--- config.mk ---
export PLATFORM = sky130hd
export DESIGN_NAME = switch_nport_flat
export DESIGN_NICKNAME = d
export VERILOG_FILES = /design/src/rtl/switch_pkg.sv /design/src/rtl/switch_if.sv /design/src/rtl/switch_fifo.sv /design/src/rtl/switch_nport.sv /design/src/flat_wrapper.sv
export SDC_FILE = /design/constraint.sdc
export NUM_CORES = 1
export LEC_CHECK = 0
export CELL_PAD_IN_SITES_DETAIL_PLACEMENT = 0
export CELL_PAD_IN_SITES_GLOBAL_PLACEMENT = 1
export CORE_AREA = 2 2 165 208
export CTS_BUF_LIST = sky130_fd_sc_hd__clkbuf_16
export DETAILED_ROUTE_END_ITERATION = 10
export DIE_AREA = 0 0 167 210
export GPL_TIMING_DRIVEN = 0
export PLACE_DENSITY = 0.84
export SETUP_SLACK_MARGIN = 0.05
export SYNTH_ARGS = -nofsm -noshare
export SYNTH_HDL_FRONTEND = slang
export SYNTH_SLANG_ARGS = --single-unit
--- constraint.sdc ---
create_clock -name clk -period 4.3 [get_ports clk]
set_input_delay 0.645 -clock clk [delete_from_list [all_inputs] [get_ports clk]]
set_output_delay 0.645 -clock clk [all_outputs]
set_load 0.05 [all_outputs]
--- src/rtl/switch_pkg.sv ---
// Shared constants and width helpers for the address-routed N-port switch.
package switch_pkg;

   localparam int CLAMP_CNT_W = 8;

   // Occupancy counter must hold the value DEPTH itself, hence depth+1.
   function automatic int lvl_w(input int depth);
      return $clog2(depth + 1);
   endfunction

   function automatic int ptr_w(input int depth);
      return (depth > 1) ? $clog2(depth) : 1;
   endfunction

   function automatic int sel_w(input int n);
      return (n > 1) ? $clog2(n) : 1;
   endfunction

endpackage

--- src/rtl/switch_if.sv ---
// Request-side and per-port output bundle of the N-port switch.
interface switch_if
   import switch_pkg::*;
#(
   parameter int ADDR_WIDTH = 8,
   parameter int DATA_WIDTH = 16,
   parameter int NUM_PORTS  = 4,
   parameter int FIFO_DEPTH = 4
);
   localparam int LEVEL_W = lvl_w(FIFO_DEPTH);

   logic                            in_vld;
   logic                            in_rdy;
   logic [ADDR_WIDTH-1:0]           addr;
   logic [DATA_WIDTH-1:0]           data;
   logic [NUM_PORTS-1:0]            out_vld;
   logic [NUM_PORTS-1:0]            out_rdy;
   logic [NUM_PORTS*ADDR_WIDTH-1:0] out_addr;
   logic [NUM_PORTS*DATA_WIDTH-1:0] out_data;
   logic [NUM_PORTS*LEVEL_W-1:0]    out_level;
   logic [CLAMP_CNT_W-1:0]          clamp_cnt;

   modport master (
      output in_vld, addr, data, out_rdy,
      input  in_rdy, out_vld, out_addr, out_data, out_level, clamp_cnt
   );

   modport slave (
      input  in_vld, addr, data, out_rdy,
      output in_rdy, out_vld, out_addr, out_data, out_level, clamp_cnt
   );

endinterface

--- src/rtl/switch_fifo.sv ---
// First-word fall-through FIFO; head reads zero while empty, full/empty from an occupancy count.
module switch_fifo
   import switch_pkg::*;
#(
   parameter int WIDTH = 24,
   parameter int DEPTH = 4
) (
   input  logic                    clk,
   input  logic                    rstn,
   input  logic                    push,
   input  logic [WIDTH-1:0]        din,
   output logic                    full,
   input  logic                    pop,
   output logic                    vld,
   output logic [WIDTH-1:0]        head,
   output logic [lvl_w(DEPTH)-1:0] level
);

   localparam int PTRW = ptr_w(DEPTH);
   localparam int LW   = lvl_w(DEPTH);

   logic [WIDTH-1:0] mem [DEPTH];
   logic [PTRW-1:0]  rd_ptr;
   logic [PTRW-1:0]  wr_ptr;
   logic [LW-1:0]    count;
   logic             push_en;
   logic             pop_en;

   assign vld     = (count != '0);
   assign full    = (count == LW'(DEPTH));
   assign push_en = push & ~full;
   assign pop_en  = pop & vld;
   assign head    = vld ? mem[rd_ptr] : '0;
   assign level   = count;

   // Storage needs no reset: the head is masked whenever the count is zero.
   always_ff @(posedge clk) begin
      if (push_en) begin
         mem[wr_ptr] <= din;
      end
   end

   always_ff @(posedge clk or negedge rstn) begin
      if (!rstn) begin
         rd_ptr <= '0;
         wr_ptr <= '0;
         count  <= '0;
      end else begin
         if (push_en) begin
            wr_ptr <= wr_ptr + PTRW'(1);
         end
         if (pop_en) begin
            rd_ptr <= rd_ptr + PTRW'(1);
         end
         case ({push_en, pop_en})
            2'b10:   count <= count + LW'(1);
            2'b01:   count <= count - LW'(1);
            default: count <= count;
         endcase
      end
   end

endmodule

--- src/rtl/switch_nport.sv ---
// Steers one request stream to NUM_PORTS output FIFOs by address window, clamping
// out-of-range windows onto the last port and counting those clamped requests.
module switch_nport
   import switch_pkg::*;
#(
   parameter int ADDR_WIDTH = 8,
   parameter int DATA_WIDTH = 16,
   parameter int NUM_PORTS  = 4,
   parameter int PORT_SHIFT = 6,
   parameter int FIFO_DEPTH = 4
) (
   input  logic     clk,
   input  logic     rstn,
   switch_if.slave  bus
);

   localparam int PW = sel_w(NUM_PORTS);
   localparam int LW = lvl_w(FIFO_DEPTH);
   localparam int EW = ADDR_WIDTH + DATA_WIDTH;

   typedef struct packed {
      logic [ADDR_WIDTH-1:0] addr;
      logic [DATA_WIDTH-1:0] data;
   } entry_t;

   logic [ADDR_WIDTH-1:0]           idx;
   logic                            clamped;
   logic [PW-1:0]                   dest;
   logic                            in_rdy;
   logic                            accept;
   entry_t                          wr_entry;
   logic [NUM_PORTS-1:0]            full;
   logic [NUM_PORTS-1:0]            push;
   logic [NUM_PORTS-1:0]            vld;
   entry_t                          head  [NUM_PORTS];
   logic [LW-1:0]                   level [NUM_PORTS];
   logic [NUM_PORTS*ADDR_WIDTH-1:0] out_addr_w;
   logic [NUM_PORTS*DATA_WIDTH-1:0] out_data_w;
   logic [NUM_PORTS*LW-1:0]         out_level_w;
   logic [CLAMP_CNT_W-1:0]          clamp_cnt;

   // Routing is purely a function of addr so in_rdy never waits on in_vld.
   always_comb begin
      idx     = bus.addr >> PORT_SHIFT;
      clamped = (int'(idx) >= NUM_PORTS);
      dest    = clamped ? PW'(NUM_PORTS - 1) : idx[PW-1:0];
   end

   assign in_rdy        = ~full[dest];
   assign accept        = bus.in_vld & in_rdy;
   assign wr_entry.addr = bus.addr;
   assign wr_entry.data = bus.data;

   for (genvar p = 0; p < NUM_PORTS; p++) begin : g_port
      assign push[p] = accept & (dest == PW'(p));

      switch_fifo #(
         .WIDTH (EW),
         .DEPTH (FIFO_DEPTH)
      ) u_fifo (
         .clk   (clk),
         .rstn  (rstn),
         .push  (push[p]),
         .din   (wr_entry),
         .full  (full[p]),
         .pop   (bus.out_rdy[p]),
         .vld   (vld[p]),
         .head  (head[p]),
         .level (level[p])
      );

      assign out_addr_w[p*ADDR_WIDTH +: ADDR_WIDTH] = head[p].addr;
      assign out_data_w[p*DATA_WIDTH +: DATA_WIDTH] = head[p].data;
      assign out_level_w[p*LW +: LW]                = level[p];
   end

   always_ff @(posedge clk or negedge rstn) begin
      if (!rstn) begin
         clamp_cnt <= '0;
      end else if (accept && clamped && (clamp_cnt != '1)) begin
         clamp_cnt <= clamp_cnt + CLAMP_CNT_W'(1);
      end
   end

   assign bus.in_rdy    = in_rdy;
   assign bus.out_vld   = vld;
   assign bus.out_addr  = out_addr_w;
   assign bus.out_data  = out_data_w;
   assign bus.out_level = out_level_w;
   assign bus.clamp_cnt = clamp_cnt;

endmodule

--- src/flat_wrapper.sv ---
// flat-port wrapper written by rule: the top's interface ports become plain ports
module switch_nport_flat import switch_pkg::*;
#(
   parameter int ADDR_WIDTH = 8,
   parameter int DATA_WIDTH = 16,
   parameter int NUM_PORTS  = 4,
   parameter int PORT_SHIFT = 6,
   parameter int FIFO_DEPTH = 4
)
  (clk, rstn, bus_in_vld, bus_addr, bus_data, bus_out_rdy, bus_in_rdy, bus_out_vld, bus_out_addr, bus_out_data, bus_out_level, bus_clamp_cnt);
  switch_if #(.ADDR_WIDTH(ADDR_WIDTH), .DATA_WIDTH(DATA_WIDTH), .NUM_PORTS(NUM_PORTS), .FIFO_DEPTH(FIFO_DEPTH)) bus_i ();
  input  logic clk;
  input  logic rstn;
  input wire logic [$bits(bus_i.in_vld)-1:0] bus_in_vld;
  input wire logic [$bits(bus_i.addr)-1:0] bus_addr;
  input wire logic [$bits(bus_i.data)-1:0] bus_data;
  input wire logic [$bits(bus_i.out_rdy)-1:0] bus_out_rdy;
  output wire logic [$bits(bus_i.in_rdy)-1:0] bus_in_rdy;
  output wire logic [$bits(bus_i.out_vld)-1:0] bus_out_vld;
  output wire logic [$bits(bus_i.out_addr)-1:0] bus_out_addr;
  output wire logic [$bits(bus_i.out_data)-1:0] bus_out_data;
  output wire logic [$bits(bus_i.out_level)-1:0] bus_out_level;
  output wire logic [$bits(bus_i.clamp_cnt)-1:0] bus_clamp_cnt;
  assign bus_i.in_vld = bus_in_vld;
  assign bus_i.addr = bus_addr;
  assign bus_i.data = bus_data;
  assign bus_i.out_rdy = bus_out_rdy;
  assign bus_in_rdy = bus_i.in_rdy;
  assign bus_out_vld = bus_i.out_vld;
  assign bus_out_addr = bus_i.out_addr;
  assign bus_out_data = bus_i.out_data;
  assign bus_out_level = bus_i.out_level;
  assign bus_clamp_cnt = bus_i.clamp_cnt;
  switch_nport #(.ADDR_WIDTH(ADDR_WIDTH), .DATA_WIDTH(DATA_WIDTH), .NUM_PORTS(NUM_PORTS), .PORT_SHIFT(PORT_SHIFT), .FIFO_DEPTH(FIFO_DEPTH)) u_core (.clk(clk), .rstn(rstn), .bus(bus_i));
endmodule
After elaboration in Yosys (flattened, before gate mapping)
Memories as Yosys holds them, arrays and structs flattened.
Index checks and enable logic that the tools add are counted.
{"block": "op_classes", "add_sub_neg": 17, "n_lt_le_gt_ge": 2, "n_eq_ne": 16, "muxes": 19, "n_bitwise": 18, "n_reduce_logical": 11}
{"cell": "$mux W24", "n": 4}
{"cell": "$pmux W3 S2", "n": 4}
{"cell": "$add A2 B1 Y2 const B", "n": 8}
{"cell": "$and A1 B1 Y1", "n": 13}
{"cell": "$add A3 B1 Y3 const B", "n": 4}
{"cell": "$eq A2 B2 Y1 const B", "n": 6}
{"cell": "$eq A3 B3 Y1 const B", "n": 4}
{"cell": "$reduce_bool A3 Y1", "n": 4}
{"cell": "$sub A3 B1 Y3 const B", "n": 4}
{"cell": "$eq A2 B1 Y1 const B", "n": 5}
{"cell": "$mux W1", "n": 9}
{"cell": "$add A8 B1 Y8 const B", "n": 1}
{"cell": "$ne A8 B8 Y1 const B", "n": 1}
{"cell": "$reduce_bool A2 Y1", "n": 4}
{"cell": "$not A1 Y1", "n": 5}
{"cell": "$ge A2 B3 Y1 const B", "n": 1}
{"cell": "$lt A2 B3 Y1 const B", "n": 1}
{"cell": "$bmux W1 S2", "n": 1}
{"cell": "$logic_and A1 B1 Y1", "n": 2}
{"cell": "$logic_not A2 Y1", "n": 1}
{"cell": "$mux W2", "n": 1}
{"block": "word_totals", "regBits": 36, "ram_bits": 384, "output_inout_bits": 121, "word_cells": 100, "memories": 4}
{"memory": "u_core.g_port[0].u_fifo.mem", "depth": 4, "word_bits": 24, "read_ports": 1, "rd_clocked_by_memory_dff": 0, "wr": 1, "line": "switch_fifo.sv:22", "source": "logic [WIDTH-1:0] mem [DEPTH];"}
{"memory": "u_core.g_port[1].u_fifo.mem", "depth": 4, "word_bits": 24, "read_ports": 1, "rd_clocked_by_memory_dff": 0, "wr": 1, "line": "switch_fifo.sv:22"}
{"memory": "u_core.g_port[2].u_fifo.mem", "depth": 4, "word_bits": 24, "read_ports": 1, "rd_clocked_by_memory_dff": 0, "wr": 1, "line": "switch_fifo.sv:22"}
{"memory": "u_core.g_port[3].u_fifo.mem", "depth": 4, "word_bits": 24, "read_ports": 1, "rd_clocked_by_memory_dff": 0, "wr": 1, "line": "switch_fifo.sv:22"}

Depth between registers and ports, before layout
{"block": "depth", "ltp_word": 10, "mapped_depth": 10, "depth_no_buf": 9}

Cells and area by module
A second synthesis with hierarchy kept.
{"block": "hier_totals", "cells_unflattened": 776, "area_unflattened_um2": 16483.3}
{"module": "switch_fifo", "n_inst": 4, "cells_per_inst": 190, "area_per_inst_um2": 4088.9, "seq_area_each_um2": 3057.9}
{"module": "switch_nport", "n_inst": 1, "cells_per_inst": 16, "area_per_inst_um2": 127.6, "seq_area_each_um2": 0.0}

Worst setup path after synthesis
OpenSTA, ideal clock, no wires.
{"block": "synth_path", "kind": "reg-to-reg", "startpoint": "register u_core.g_port[2].u_fifo.count[2]", "endpoint": "register u_core.g_port[2].u_fifo.count[2]", "setup_time_ps": 82, "arrival_time_ps": 2370, "path_slack_ps": 1848, "stages_incl_launch_ff": 11, "n_path_buf": 1, "synth_period_minus_slack_ps": 2452, "cell_sequence": "dfrtp_1 -> or3b_1 -> and4b_1 -> buf_6 -> inv_1 -> ha_1 -> inv_1 -> fa_1 -> xor2_1 -> nor2_1 -> xor2_1"}
{"block": "synth_between", "elab_chain_cells": 9, "elab_cells_between_ends": 16}
{"element": "start: declaration", "line": "switch_fifo.sv:25", "source": "logic [LW-1:0] count;"}
{"element": "start signal: assignment", "line": "switch_fifo.sv:56", "source": "2'b10: count <= count + LW'(1);"}
{"element": "start signal: assignment", "line": "switch_fifo.sv:57", "source": "2'b01: count <= count - LW'(1);"}
{"element": "start signal: assignment", "line": "switch_fifo.sv:58", "source": "default: count <= count;"}
{"element": "$eq A3 B3 Y1", "line": "switch_fifo.sv:30", "source": "assign full = (count == LW'(DEPTH));"}
{"element": "$bmux W1 S2", "line": "switch_nport.sv:49", "source": "assign in_rdy = ~full[dest];"}
{"element": "$mux W1 (implied by the code)", "line": "switch_nport.sv:49"}
{"element": "$not A1 Y1", "line": "switch_nport.sv:49"}
{"element": "$and A1 B1 Y1", "line": "switch_nport.sv:50", "source": "assign accept = bus.in_vld & in_rdy;"}
{"element": "$and A1 B1 Y1", "line": "switch_nport.sv:55", "source": "assign push[p] = accept & (dest == PW'(p));"}
{"element": "$and A1 B1 Y1", "line": "switch_fifo.sv:31", "source": "assign push_en = push & ~full;"}
{"element": "$eq A2 B1 Y1 or $eq A2 B2 Y1 (tied branches)", "line": "switch_fifo.sv:55", "source": "case ({push_en, pop_en})"}
{"element": "$pmux W3 S2 or $reduce_bool A2 Y1 (tied branches)"}
Parallel ways exist; a longest one is shown, timed or not. The select of a mux whose other input is x is not followed.
A chain may end at the register's enable or synchronous reset.

Worst setup path after layout
{"block": "layout_path", "startpoint": "input bus_addr[6]", "endpoint": "output bus_in_rdy"}
{"block": "layout_between", "elab_chain_cells": 5}
{"element": "start: declaration", "line": "flat_wrapper.sv:15", "source": "input wire logic [$bits(bus_i.addr)-1:0] bus_addr;"}
{"element": "$ge A2 B3 Y1", "line": "switch_nport.sv:45", "source": "clamped = (int'(idx) >= NUM_PORTS);"}
{"element": "$mux W2 (*)", "line": "switch_nport.sv:46", "source": "dest = clamped ? PW'(NUM_PORTS - 1) : idx[PW-1:0];"}
{"element": "$bmux W1 S2 (*)", "line": "switch_nport.sv:49"}
{"element": "$mux W1 (implied by the code) (*)", "line": "switch_nport.sv:49"}
{"element": "$not A1 Y1 (*)", "line": "switch_nport.sv:49"}
{"element": "end: declaration", "line": "flat_wrapper.sv:18", "source": "output wire logic [$bits(bus_i.in_rdy)-1:0] bus_in_rdy;"}
Every way passes the cells marked *; elsewhere a longest branch is shown, timed or not. The select of a mux whose other input is x is not followed.

==> metrics.txt <==
Combinational Power Share=46.1%; cts hold-fix bufs=0; DRT iter0 DRCs=between 500 and 600; f_max=0.254 GHz; synthesized area=16300 sq um; post-synthesis simple-gate area fraction=5.21%; Post-CTS Resized=0; drt pass-1 iters=4; switching pwr=5.86 mW; kind of critical path=input port to output pin; path depth of the worst reg2reg path=3; Area Overhead vs Synth=19.8%; RSZ-0062 raised after global routing=false; CTS root buf=clkbuf_16; Synth Area in Adders=2.02%; core area=between 30000 and 40000 sq um; Compound-Gate Fraction of Synth Area=0.337%; Avg Vias per Cell=5.41; ANT cells=0; r2r setup slk=1.70 ns; global-route wire length before repair=48.6 mm; Fin Setup TNS=0 ns; startpoint types=input port; area leader, netlist=edfxtp_1; final setup fails=0; CTS clk-pin slew, worst paths=0.06 ns; Max Cap Viol=0; Final Hold Vio Count=0; Avg WL per Cell=22.9 um; Clock power frac=21.2%; M1 GR Usage=24.1%; clk_skew=between 0.008 and 0.009 ns; Die H=210 um; Rel. slew slack=9.06%; worst path required time=3.65 ns; final worst slack=0.357 ns; Routed WL=32.7 mm; Post-DP HPWL=20.5 mm; final worst path period need=3.94 ns; synth top area cells=edfxtp_1 (71%), mux4_2 (13%), and2_1 (4.3%), dfrtp_1 (4.3%), ha_1 (1.5%); post-synthesis async set-or-reset flop share=6.80%; outcome=finished, final reports clean; multiplexer share of the synthesized area=13.8%; Post-synth EDFFs=around 380; post-route ant nets=0; vias in the first global route=8140; initial core utilization=49.3%; CP Data Arrival Time=3.30 ns; htree depth=2; Worst setup EP type=output pin; GRT Total Usage=18.6%; Worst Tran Pin Value=1.36 ns; Port Buffers=approximately 140; Int Power=9.20 mW; share of the clock period used by the worst path=about nine tenths; Worst-Skew Late Latency=0.52 ns; Hold Path Class=input port to asynchronous set/reset pin; Via Count=7715; commonest cells after routing, fill and taps aside=edfxtp_1 (384), clkdlybuf4s50_1 (142), and2_1 (110); clk buf depth=3; Pins Over Slew Limit=0; gpl congestion=between 0.7 and 0.8; full die area=35100 sq um; Sw Ratio=~39%; synthesis-stage register bit count=about 410; maximum vdd ir drop=0.560 mV; Yosys warning count=0; met3 Usage GRT=under 10%; Post-Syn Instances=783; grt peak-use layer=met2; post-synth top area share=70.6%; cts bufs inserted=38; Synth Area in XOR/XNOR=~1.3%; Post-synth top flop=edfxtp_1; Filler cells=roughly 2400; initial antenna violation count=0; Leak Pwr=roughly 6.6 nW; nets=1030; setup bufs post-CTS=0; M2 GR Usage=roughly a third; largest net degree at the start of global routing=29; P per Cell Area=770 nW/um^2; Worst Path Max Fanout=21; sequential share of power=32.6%; GRT overflow=0; Die Wd=167 um; Top-Level Pins=~150; CTS tree=done; Yosys cell types=30; syn_area_per_cell=20.8 sq um; drt drc=0; share of post-route cells with drive strength above 1=19.2%; dpl ws=-0.00409 ns; post-synthesis sequential area ratio=between 70% and 80%; most common cell after layout, fill and taps aside=edfxtp_1; number of core rows=75; largest family of logic cells by synthesized area=multiplexers; Clock Sinks=just over 400
-- per-layer routing --
| layer | part of all wire [%] | vias up |
|---|---|---|
| met5 | 0 | - |
| met4 | 2.4 | 0 |
| met3 | 5.9 | 51 |
| met2 | 52 | 277 |
| met1 | 40 | 3968 |
| li1 | - | 3419 |
-- final cells by class --
| type | count | area, sq um | area share, % |
|---|---|---|---|
| timing repair buffer | 145 | 1480 | 7.58 |
| multi-input combinational | 304 | 3730 | 19.1 |
| tap | 423 | 529 | 2.71 |
| clock buffer | 41 | 1030 | 5.25 |
| sequential | 412 | 12200 | 62.6 |
| buffer | 49 | 290 | 1.48 |
| inverter | 25 | 93.8 | 0.480 |
| clock inverter | 27 | 168 | 0.857 |
-- sequential cells by signal, indices dropped and copies added (netlist names) --
name                         cells
u_core.g_port.u_fifo.level      12
u_core.g_port.u_fifo.mem       384
u_core.g_port.u_fifo.wr_ptr      8
u_core.g_port.u_fifo.rd_ptr      8
-- worst paths after layout --
check	start	end
min reg2reg	u_core.g_port[2].u_fifo.level[2]	u_core.g_port[2].u_fifo.level[2]
max in group asynchronous	rstn	u_core.g_port[0].u_fifo.wr_ptr[0]
max	bus_addr[6]	bus_in_rdy
max reg2reg	u_core.g_port[0].u_fifo.level[0]	u_core.g_port[0].u_fifo.mem[0][9]
min	rstn	u_core.g_port[3].u_fifo.rd_ptr[1]
min in group clk	u_core.g_port[2].u_fifo.level[2]	u_core.g_port[2].u_fifo.level[2]
-- cells in the mapped netlist (all sizes together), types with 5 or more instances --
library cell	count
and2	116
buf	32
clkbuf	17
dfrtp	28
edfxtp	384
ha	20
inv	25
mux4	97
nand2	6
nand3	5
nor2	7
xnor2	12
xor2	12
-- logic make-up (layout without fill, tap and decap cells) --
| family | Yosys count | count (layout) |
|---|---|---|
| other | 1 | 8 |
| adders and majority gates | 24 | 24 |
| muxes | 103 | 103 |
| xor gates and xnor gates | 24 | 24 |
| buffers and inverters | 74 | 287 |
| and+or+nand+nor | 140 | 140 |
| AOI/OAI and AO/OA | 5 | 5 |
| DFF | 412 | 412 |
-- stage by stage --
step           cells  total power, mW  utilization [%]  cell area (sq um)  hold WS [ns]
4_1_cts         1425             15.2             58.9              19500         0.203
5_1_grt         1426             15.6             59.0              19600         0.231
3_5_place_dp    1357             12.0             55.3              18300         0.497
6_report        1426             15.1             59.0              19600         0.186
3_3_place_gp    1356             11.9             55.3              18300         0.492
2_1_floorplan    790             9.81                -              16300         0.349
-- power by group through the flow --
stage	registers (mW)	clock network (mW)	logic, mW
5_1_grt	4.95	3.39	7.31
3_3_place_gp	4.97	0	6.94
2_1_floorplan	5.15	0	4.66
4_1_cts	4.92	3.25	7.04
3_5_place_dp	4.99	0	7.01
6_report	4.91	3.20	6.95
-- critical path, stage by stage --
cell             delay (ns)
clkdlybuf4s50_1        1.23
mux4_1                 0.67
clkdlybuf4s50_1        0.73
(Power assumes the default switching activity.)
